### config.mk
export PLATFORM = sky130hd
export DESIGN_NAME = ex_mem_lsu
export DESIGN_NICKNAME = d
export VERILOG_FILES = /design/src/rtl/ex_mem_lsu.sv
export SDC_FILE = /design/constraint.sdc
export NUM_CORES = 1
export LEC_CHECK = 0
export BUFFER_PORTS_ARGS = -buffer_cell sky130_fd_sc_hd__buf_4
export CAP_MARGIN = 15
export CORE_MARGIN = 2
export CORE_UTILIZATION = 40
export CTS_BUF_LIST = sky130_fd_sc_hd__clkbuf_2
export DETAILED_ROUTE_END_ITERATION = 8
export PLACE_DENSITY_LB_ADDON = 0.2
export SETUP_SLACK_MARGIN = 0.5
export SYNTH_ARGS = -nofsm -noshare
export SYNTH_HDL_FRONTEND = slang
export SYNTH_SLANG_ARGS = --single-unit
### constraint.sdc
create_clock -name clk -period 2.61 [get_ports clk]
set_input_delay 0.522 -clock clk [delete_from_list [all_inputs] [get_ports clk]]
set_output_delay 0.522 -clock clk [all_outputs]
set_load 0.05 [all_outputs]
### src/rtl/ex_mem_lsu.sv
// ex_mem_lsu: EX/MEM pipeline register with an integrated load/store unit.
//
// ALU results from EX pass to writeback with one cycle of latency. Loads
// and stores run one req/ack transaction on the data bus. While that
// transaction is outstanding, upstream is stalled. Load data is aligned
// and extended before it is written back.
//
// Build option: define LSU_TIMEOUT_EN to abort a bus transaction after
// TIMEOUT_CYCLES cycles without ack. The abort pulses bus_err. Without the
// macro, the unit waits for ack indefinitely and bus_err is tied low.
//
// Ports:
//   clk, reset              rising-edge clock; synchronous active-high reset
//   flush                   drop the instruction being latched (IDLE only)
//   ex_wr_addr/data/en      register writeback request from EX
//   ex_mem_op               memory op code (LB/LBU/LH/LHU/LW/SB/SH/SW, else none)
//   ex_mem_addr             effective address
//   ex_store_data           store data
//   stall_req               high while a bus transaction is outstanding
//   bus_req/we/addr/be/wdata  registered bus request, stable until ack
//   bus_ack, bus_rdata      bus completion and load data
//   wb_addr/data/en         writeback port
//   align_err               one-cycle pulse for a misaligned access
//   bus_err                 one-cycle pulse for a bus timeout
module ex_mem_lsu #(
  parameter int unsigned TIMEOUT_CYCLES = 255
) (
  input  logic        clk,
  input  logic        reset,
  input  logic        flush,
  input  logic [4:0]  ex_wr_addr,
  input  logic [31:0] ex_wr_data,
  input  logic        ex_wr_en,
  input  logic [3:0]  ex_mem_op,
  input  logic [31:0] ex_mem_addr,
  input  logic [31:0] ex_store_data,
  output logic        stall_req,
  output logic        bus_req,
  output logic        bus_we,
  output logic [31:0] bus_addr,
  output logic [3:0]  bus_be,
  output logic [31:0] bus_wdata,
  input  logic        bus_ack,
  input  logic [31:0] bus_rdata,
  output logic [4:0]  wb_addr,
  output logic [31:0] wb_data,
  output logic        wb_en,
  output logic        align_err,
  output logic        bus_err
);

  typedef enum logic {IDLE, BUS} state_e;

  typedef enum logic [3:0] {
    OP_NONE = 4'd0,
    OP_LB   = 4'd1,
    OP_LBU  = 4'd2,
    OP_LH   = 4'd3,
    OP_LHU  = 4'd4,
    OP_LW   = 4'd5,
    OP_SB   = 4'd9,
    OP_SH   = 4'd10,
    OP_SW   = 4'd11
  } mem_op_e;

  state_e      state, state_nx;
  mem_op_e     op_dec, op_q;
  logic [1:0]  off_q;
  logic [4:0]  rd_q;
  logic        rd_en_q;
  logic        is_mem, is_store, misaligned;
  logic [3:0]  be_nx;
  logic [31:0] wdata_nx;
  logic [31:0] rdata_shifted;
  logic [7:0]  byte_lane;
  logic [15:0] half_lane;
  logic [31:0] load_data;
  logic        timeout_hit;

  // Unlisted op codes decode to OP_NONE and behave as ALU pass-through.
  always_comb begin
    op_dec = OP_NONE;
    case (ex_mem_op)
      OP_LB:   op_dec = OP_LB;
      OP_LBU:  op_dec = OP_LBU;
      OP_LH:   op_dec = OP_LH;
      OP_LHU:  op_dec = OP_LHU;
      OP_LW:   op_dec = OP_LW;
      OP_SB:   op_dec = OP_SB;
      OP_SH:   op_dec = OP_SH;
      OP_SW:   op_dec = OP_SW;
      default: op_dec = OP_NONE;
    endcase
  end

  always_comb begin
    is_mem     = (op_dec != OP_NONE);
    is_store   = (op_dec == OP_SB) || (op_dec == OP_SH) || (op_dec == OP_SW);
    misaligned = 1'b0;
    be_nx      = 4'b1111;
    wdata_nx   = '0;
    case (op_dec)
      OP_LB, OP_LBU, OP_SB: be_nx = 4'b0001 << ex_mem_addr[1:0];
      OP_LH, OP_LHU, OP_SH: begin
        be_nx      = ex_mem_addr[1] ? 4'b1100 : 4'b0011;
        misaligned = ex_mem_addr[0];
      end
      OP_LW, OP_SW: misaligned = |ex_mem_addr[1:0];
      default: ;
    endcase
    case (op_dec)
      OP_SB:   wdata_nx = {4{ex_store_data[7:0]}};
      OP_SH:   wdata_nx = {2{ex_store_data[15:0]}};
      OP_SW:   wdata_nx = ex_store_data;
      default: wdata_nx = '0;
    endcase
  end

  // Pick the addressed lane out of the returned word, then extend it.
  always_comb begin
    rdata_shifted = bus_rdata >> {off_q, 3'b000};
    byte_lane     = rdata_shifted[7:0];
    half_lane     = off_q[1] ? bus_rdata[31:16] : bus_rdata[15:0];
    case (op_q)
      OP_LB:   load_data = {{24{byte_lane[7]}}, byte_lane};
      OP_LBU:  load_data = {24'd0, byte_lane};
      OP_LH:   load_data = {{16{half_lane[15]}}, half_lane};
      OP_LHU:  load_data = {16'd0, half_lane};
      default: load_data = bus_rdata;
    endcase
  end

  assign stall_req = (state == BUS);
  assign bus_req   = (state == BUS);

  always_ff @(posedge clk) begin
    if (reset) state <= IDLE;
    else       state <= state_nx;
  end

  always_comb begin
    state_nx = state;
    case (state)
      IDLE: if (!flush && is_mem && !misaligned) state_nx = BUS;
      BUS:  if (bus_ack || timeout_hit) state_nx = IDLE;
      default: state_nx = IDLE;
    endcase
  end

  always_ff @(posedge clk) begin
    if (reset) begin
      op_q      <= OP_NONE;
      off_q     <= '0;
      rd_q      <= '0;
      rd_en_q   <= 1'b0;
      bus_we    <= 1'b0;
      bus_addr  <= '0;
      bus_be    <= '0;
      bus_wdata <= '0;
      wb_addr   <= '0;
      wb_data   <= '0;
      wb_en     <= 1'b0;
      align_err <= 1'b0;
    end else begin
      align_err <= 1'b0;
      case (state)
        IDLE: begin
          if (flush) begin
            wb_en <= 1'b0;
          end else if (!is_mem) begin
            wb_addr <= ex_wr_addr;
            wb_data <= ex_wr_data;
            wb_en   <= ex_wr_en;
          end else if (misaligned) begin
            wb_en     <= 1'b0;
            align_err <= 1'b1;
          end else begin
            wb_en     <= 1'b0;
            op_q      <= op_dec;
            off_q     <= ex_mem_addr[1:0];
            rd_q      <= ex_wr_addr;
            rd_en_q   <= ex_wr_en;
            bus_we    <= is_store;
            bus_addr  <= {ex_mem_addr[31:2], 2'b00};
            bus_be    <= be_nx;
            bus_wdata <= wdata_nx;
          end
        end
        BUS: begin
          if (bus_ack) begin
            if (bus_we) begin
              wb_en <= 1'b0;
            end else begin
              wb_addr <= rd_q;
              wb_data <= load_data;
              wb_en   <= rd_en_q;
            end
          end else if (timeout_hit) begin
            wb_en <= 1'b0;
          end
        end
        default: ;
      endcase
    end
  end

`ifdef LSU_TIMEOUT_EN
  localparam int unsigned CNT_RAW = $clog2(TIMEOUT_CYCLES + 1);
  localparam int unsigned CNT_W   = (CNT_RAW < 8) ? 8 : ((CNT_RAW > 16) ? 16 : CNT_RAW);

  logic [CNT_W-1:0] wait_cnt;

  // The counter holds the number of ack-less BUS cycles already seen.
  // Expiry is the cycle that would bring it to TIMEOUT_CYCLES. An ack in
  // that same cycle still completes normally.
  assign timeout_hit = (state == BUS) && !bus_ack &&
                       (wait_cnt == CNT_W'(TIMEOUT_CYCLES - 1));

  always_ff @(posedge clk) begin
    if (reset) begin
      wait_cnt <= '0;
      bus_err  <= 1'b0;
    end else begin
      bus_err <= timeout_hit;
      if (state != BUS)  wait_cnt <= '0;
      else if (!bus_ack) wait_cnt <= wait_cnt + 1'b1;
    end
  end
`else
  logic unused_timeout_cfg;
  assign unused_timeout_cfg = ^TIMEOUT_CYCLES;
  assign timeout_hit        = 1'b0;
  assign bus_err            = 1'b0;
`endif

endmodule

==> impl_metrics.tcl, run 1 <==
set metrics [dict create \
    port_buffers 249 \
    clock_sinks 119 \
    rsz0062_at_grt "true" \
    tightest_slew_ns 0.624 \
    maxCapViolCount 0 \
    setup_violations 0 \
    synthArstFlopShare_pct 0 \
    fin_ws_ns 0.565 \
    grt_pass1_wl_um 29300 \
    postRouteAntennaNets 0 \
    fp.dieW_um 123 \
    crit_path_cell_trace "mux4_2 -> nand4b_1 -> nand2_1 -> a221oi_1 -> o41ai_1" \
    hp-class "input pin to flop" \
    clockRootBuffer "clkbuf_2" \
    io_pins 253 \
    cts.reportedPaths.clkPinSlew_ns 0.16 \
    grt_max_degree 52 \
    fin_crit_ns 2.04 \
    crit_arrival_ns 2.58 \
    dp_hpwl_um 13700 \
    crit_path_end_kind "flop" \
    synthToLayoutAreaGrowth_pct 46.7 \
    cts_made_buffers 17 \
    netlist_instances 673 \
    rows 43 \
    crit_path_top_delay_cell "mux4_2" \
    stdcell_count 1132 \
    critPathTopFamily "multiplexers" \
    leakage_nw 3.51 \
    vias_per_cell 5.45 \
    start_util_pct 40.8 \
    yosysWarnings 0 \
    clock_skew_ns 0.0243 \
    die_height_um 123 \
    grt-ovfl-total 0 \
    grt_pass1_vias 5907 \
    synth_seq_area_share_pct 42.2 \
    hold_violations 0 \
    core_area_um2 13800 \
    nFillCells 1243 \
    worst-path-buf-inv 0 \
    gp_congestion 0.849 \
    drt-pass1-iter-count 5 \
    max_slew_margin_pct 58.3 \
    place_area_um2 7680 \
    final_max_slew_viol_count 0 \
    post_cts_buffers 0 \
    vdd_drop_max_mv 0.334 \
    drt_iter0_drc 373 \
    setup-tns-final_ns 0 \
    nets 1081 \
    wl_um 19100 \
    multiInputGateArea_um2 2980 \
    p_per_area_nw_per_um2 515 \
    regArea_um2 2390 \
    max_stage_delay_ns 0.55 \
    drc_errors 0 \
    synth.ff_latch_count 119 \
    die_area_um2 15100 \
    p_total_mw 4.26 \
    period_share_pct 78.3 \
    critPathLaunchType "flop" \
    dp_slack_ns 0.0397 \
    syn_avg_cell_area_um2 8.39 \
    syn_area_um2 5640 \
    crit_required_ns 3.15 \
    synth_edf_count 0 \
    drive_gt1_share_pct 34.9 \
    post_drt_wl_per_cell_um 16.8 \
    clock_latency_ns 0.66 \
    htreeDepth 4 \
    stdcell_area_um2 8280 \
    vias 6165 \
    cts_buffer_depth 2 \
    fmax_mhz 489 \
    place_inst 1064 \
    ys.flop_type "dfxtp_1" \
    yosysUniqueCellTypes 59 \
    crit_fanout 8 \
    outcome "finished clean" \
    crit_type "flop to flop" \
    antenna_found_initial 1 \
    track_usage_pct 24.8 \
    cts_tree "built" \
]
per-stage QoR:
stage	hold slack [ns]	util [%]
after floorplan	0.436	-
after global placement	0.441	55.5
after detailed placement	0.447	55.5
after CTS	0.00119	59.6
after global routing	0.0151	59.9
final	0.112	59.9
flip-flops by register name, indices dropped and copies added (netlist names):
name	count
bus_wdata	32
wb_data	32
bus_addr	30
rd_q	5
wb_addr	5
bus_be	4
op_q	4
off_q	2
align_err	1
bus_req	1
bus_we	1
rd_en_q	1
wb_en	1
layout by cell type (no fill, tap or decap), types with 16 or more instances in the layout:
master,netlist,final
buf_4,8,268
a32o_1,16,16
nand3_1,18,17
a21oi_1,62,62
nor2_1,39,39
clkbuf_2,0,19
o21ai_0,21,21
a22o_1,16,16
dfxtp_1,119,116
dlygate4sd3_1,0,36
nor3_1,20,20
nand2_1,110,110
area by class of cell:
| class | instances | area share, % |
|---|---|---|
| flip-flops and latches | 119 | 28.8 |
| inverters | 12 | 0.544 |
| clock inverters | 12 | 1.35 |
| well taps | 180 | 2.72 |
| diodes | 1 | 0.0302 |
| repair buffers | 307 | 29.4 |
| clock buffers | 19 | 1.15 |
| multi-input cells | 482 | 36.0 |
power by group:
group / internal [mW] / switching [mW] / total (mW)
Clock: 0.422 / 0.669 / 1.09
Combinational: 0.471 / 0.726 / 1.20
Sequential: 1.92 / 0.0601 / 1.98
cell usage after synthesis, drive strengths merged, types with 6 or more instances:
library cell	instances	area share (%)
dfxtp	119	42
nand2	110	7.3
a21oi	62	5.5
nor2	41	3.0
clkbuf	35	2.3
buf	27	2.7
o21ai	23	2.0
nor3	21	2.1
nand3	18	1.6
a22o	16	2.5
a32o	16	2.8
a21o	15	2.0
nand2b	15	1.7
o2bb2ai	12	1.9
inv	11	0.73
mux2	11	2.2
a211oi	10	1.3
mux2i	10	1.8
a31oi	9	1.0
o41ai	8	1.2
a221oi	7	1.1
a22oi	7	0.93
o2111ai	6	0.93
or2	6	0.67
cells by family after synthesis:
family                 Yosys count  synth area share (%)
other                            1                0.0664
AO/OA/AOI/OAI                  220                  27.6
XOR/XNOR                         2                 0.310
multiplexers                    23                  4.77
AND/OR/NAND/NOR                234                  19.2
buffers and inverters           74                  5.85
flip-flops                     119                  42.2
tightest hold or removal path: cells and delay by family:
family                 cells  cell delay (ns)
buffers and inverters      1             0.11
AND/OR/NAND/NOR            1             0.05
AO/OA/AOI/OAI              1             0.05
timing repair:
item	CTS	global route
endpoints found under the setup margin	1	16
hold endpoints to repair	36	0
gates resized for setup	1	8
hold buffers	36	0
per-layer routing:
metal  vias up  part of all wire [%]  routed length, µm  global-route usage, %
met5         -                     0                  0                      0
li1       2978                     -                  -                      -
met3        35                   8.5               1620                   7.48
met2       272                    48               9160                   41.0
met1      2880                    41               7870                   30.5
met4         0                   2.1                406                   8.48
worst paths after layout:
path	from	end	slack [ns]	cells past startpoint
worst min-delay path	ex_mem_addr[24]	bus_addr[24]	0.11	3
worst min register to register	bus_addr[18]	bus_addr[18]	0.46	2
worst max-delay path	off_q[1]	wb_data[8]	0.57	5
worst max register to register	off_q[1]	wb_data[8]	0.57	5
Power figures use the tool's default switching activity.
==> run 2, diff against run 1 <==
==> constraint.sdc (replaced) <==
create_clock -name clk -period 1.9 [get_ports clk]
set_input_delay 0.38 -clock clk [delete_from_list [all_inputs] [get_ports clk]]
set_output_delay 0.38 -clock clk [all_outputs]
set_load 0.05 [all_outputs]
==> run 2 against run 1 <==
Effect of this change: the flow now finishes with violations (hold timing, setup timing); global-route usage increased by 9.1 points; die area unchanged; first-iteration DRC count grew 120%; via count up 35%; critical endpoint is now bus_addr[16].
==> impl_metrics.tcl, run 2 (synthesized netlist as in run 1, its figures left out) <==
set metrics [dict create \
    cts_made_buffers 17 \
    p_per_area_nw_per_um2 616 \
    post_drt_wl_per_cell_um 25.3 \
    grt_pass1_vias 7664 \
    whs_ns -0.0576 \
    cts.reportedPaths.clkPinSlew_ns 0.25 \
    dp_hpwl_um 14100 \
    fin_ws_ns -0.0699 \
    stdcell_area_um2 12300 \
    stdcell_count 1327 \
    port_buffers 249 \
    hp-class "input pin to flop" \
    r2r_cells 8 \
    final_max_slew_viol_count 0 \
    place_area_um2 8040 \
    die_area_um2 15100 \
    vias_per_cell 6.27 \
    die_height_um 123 \
    rows 43 \
    core_area_um2 13800 \
    crit_type "flop to flop" \
    track_usage_pct 33.8 \
    layout.cells.most_common "buf_4" \
    mostFrequentLayoutCells "buf_4 (233), buf_8 (106), dlygate4sd3_1 (97)" \
    rr_startpoint "bus_req" \
    fmax_mhz 508 \
    crit_start "bus_req" \
    rsz0062_at_grt "true" \
    clock_skew_ns 0.0593 \
    period_share_pct 104 \
    setup-tns-final_ns -0.131 \
    drt-pass1-iter-count 5 \
    leakage_nw 5.18 \
    place_inst 1093 \
    gp_congestion 0.836 \
    clock_sinks 119 \
    nFillCells 538 \
    p_total_mw 7.56 \
    hold_violations 1 \
    htreeDepth 4 \
    crit_arrival_ns 2.61 \
    tightest_slew_ns 0.807 \
    drive_gt1_share_pct 59.6 \
    wl_um 33500 \
    crit_path_end_kind "flop" \
    cts_tree "built" \
    crit_required_ns 2.54 \
    outcome "finished with violations" \
    violations "hold timing, setup timing" \
    setup_violations 3 \
    regToRegSetupSlack_ns -0.07 \
    drc_errors 0 \
    vdd_drop_max_mv 0.498 \
    fp.dieW_um 123 \
    cp-endpoint "bus_addr[16]" \
    critPathLaunchType "flop" \
    synthToLayoutAreaGrowth_pct 117 \
    grt_pass1_wl_um 39300 \
    fin_util_pct 88.7 \
    r2r-end "bus_addr[16]" \
    drt_iter0_drc 812 \
    maxCapViolCount 0 \
    start_util_pct 40.8 \
    largestRegisters "bus_wdata (32), wb_data (32), bus_addr (30)" \
    cts_buffer_depth 2 \
    nets 1273 \
    fin_crit_ns 1.97 \
    postRouteAntennaNets 0 \
    clock_latency_ns 0.74 \
    max_slew_margin_pct 45.4 \
    clockRootBuffer "clkbuf_2" \
    grt_max_degree 87 \
    antenna_found_initial 2 \
    grt-ovfl-total 0 \
    dp_slack_ns -0.302 \
    vias 8316 \
    cts_hold_buffers 97 \
    io_pins 253 \
    crit_fanout 12 \
]
## run 2: cell types whose count changed in the layout (fill, tap and decap cells not counted), sizes merged, moves of 3 or more
| cell | delta |
|---|---|
| buf | +117 |
| bufinv | +3 |
| clkbuf | +9 |
| clkinv | -5 |
| dlygate4sd3 | +61 |
| or2 | +3 |
## run 2: worst min-delay path by stage
stage / depth (start not counted) / start / slack (ns) / endpoint
global route: 3 / flush / -0.11 / align_err
floorplan: 2 / rd_q[4] / 0.44 / rd_q[4]
finish: 3 / flush / -0.06 / align_err
detailed placement: 2 / bus_addr[4] / 0.45 / bus_addr[4]
global placement: 2 / wb_data[13] / 0.44 / wb_data[13]
CTS: 3 / flush / -0.12 / align_err
## run 2: timing repair
item,CTS,global route
gates resized for setup,346,178
pin swaps,19,31
setup endpoints to repair,225,226
setup buffers,33,48
gates cloned,13,8
hold endpoints to repair,106,1
## run 2: worst max-delay path, stage by stage (launching register included)
cell     delay [ns]
dfxtp_4        0.41
buf_6          0.13
a211o_4        0.30
nor3_4         0.26
buf_6          0.22
buf_12         0.12
buf_12         0.13
nand2_1        0.10
a21oi_1        0.23
## run 2: area by class of cell
type / count / area [µm²] / area share (%)
diodes: 3 / 7.51 / 0.0612
multi-input cells: 485 / 3690 / 30.1
flip-flops and latches: 119 / 2560 / 20.9
well taps: 180 / 225 / 1.84
clock inverters: 13 / 203 / 1.65
clock buffers: 19 / 95.1 / 0.775
repair buffers: 496 / 5440 / 44.3
inverters: 12 / 45.0 / 0.367
## run 2: power by group
part | total (mW) | leakage, nW | internal [mW] | switching [mW]
clock network | 2.10 | 0.164 | 0.999 | 1.10
logic | 2.67 | 3.99 | 1.28 | 1.39
registers | 2.78 | 1.02 | 2.64 | 0.144
## run 2: metal layers
| layer | global-route usage (%) | up-vias | routed length [µm] |
|---|---|---|---|
| met5 | 0 | - | 0 |
| met1 | 37.4 | 3922 | 11300 |
| li1 | - | 3385 | - |
| met4 | 17.0 | 0 | 2730 |
| met2 | 59.8 | 758 | 16300 |
| met3 | 8.60 | 251 | 3130 |
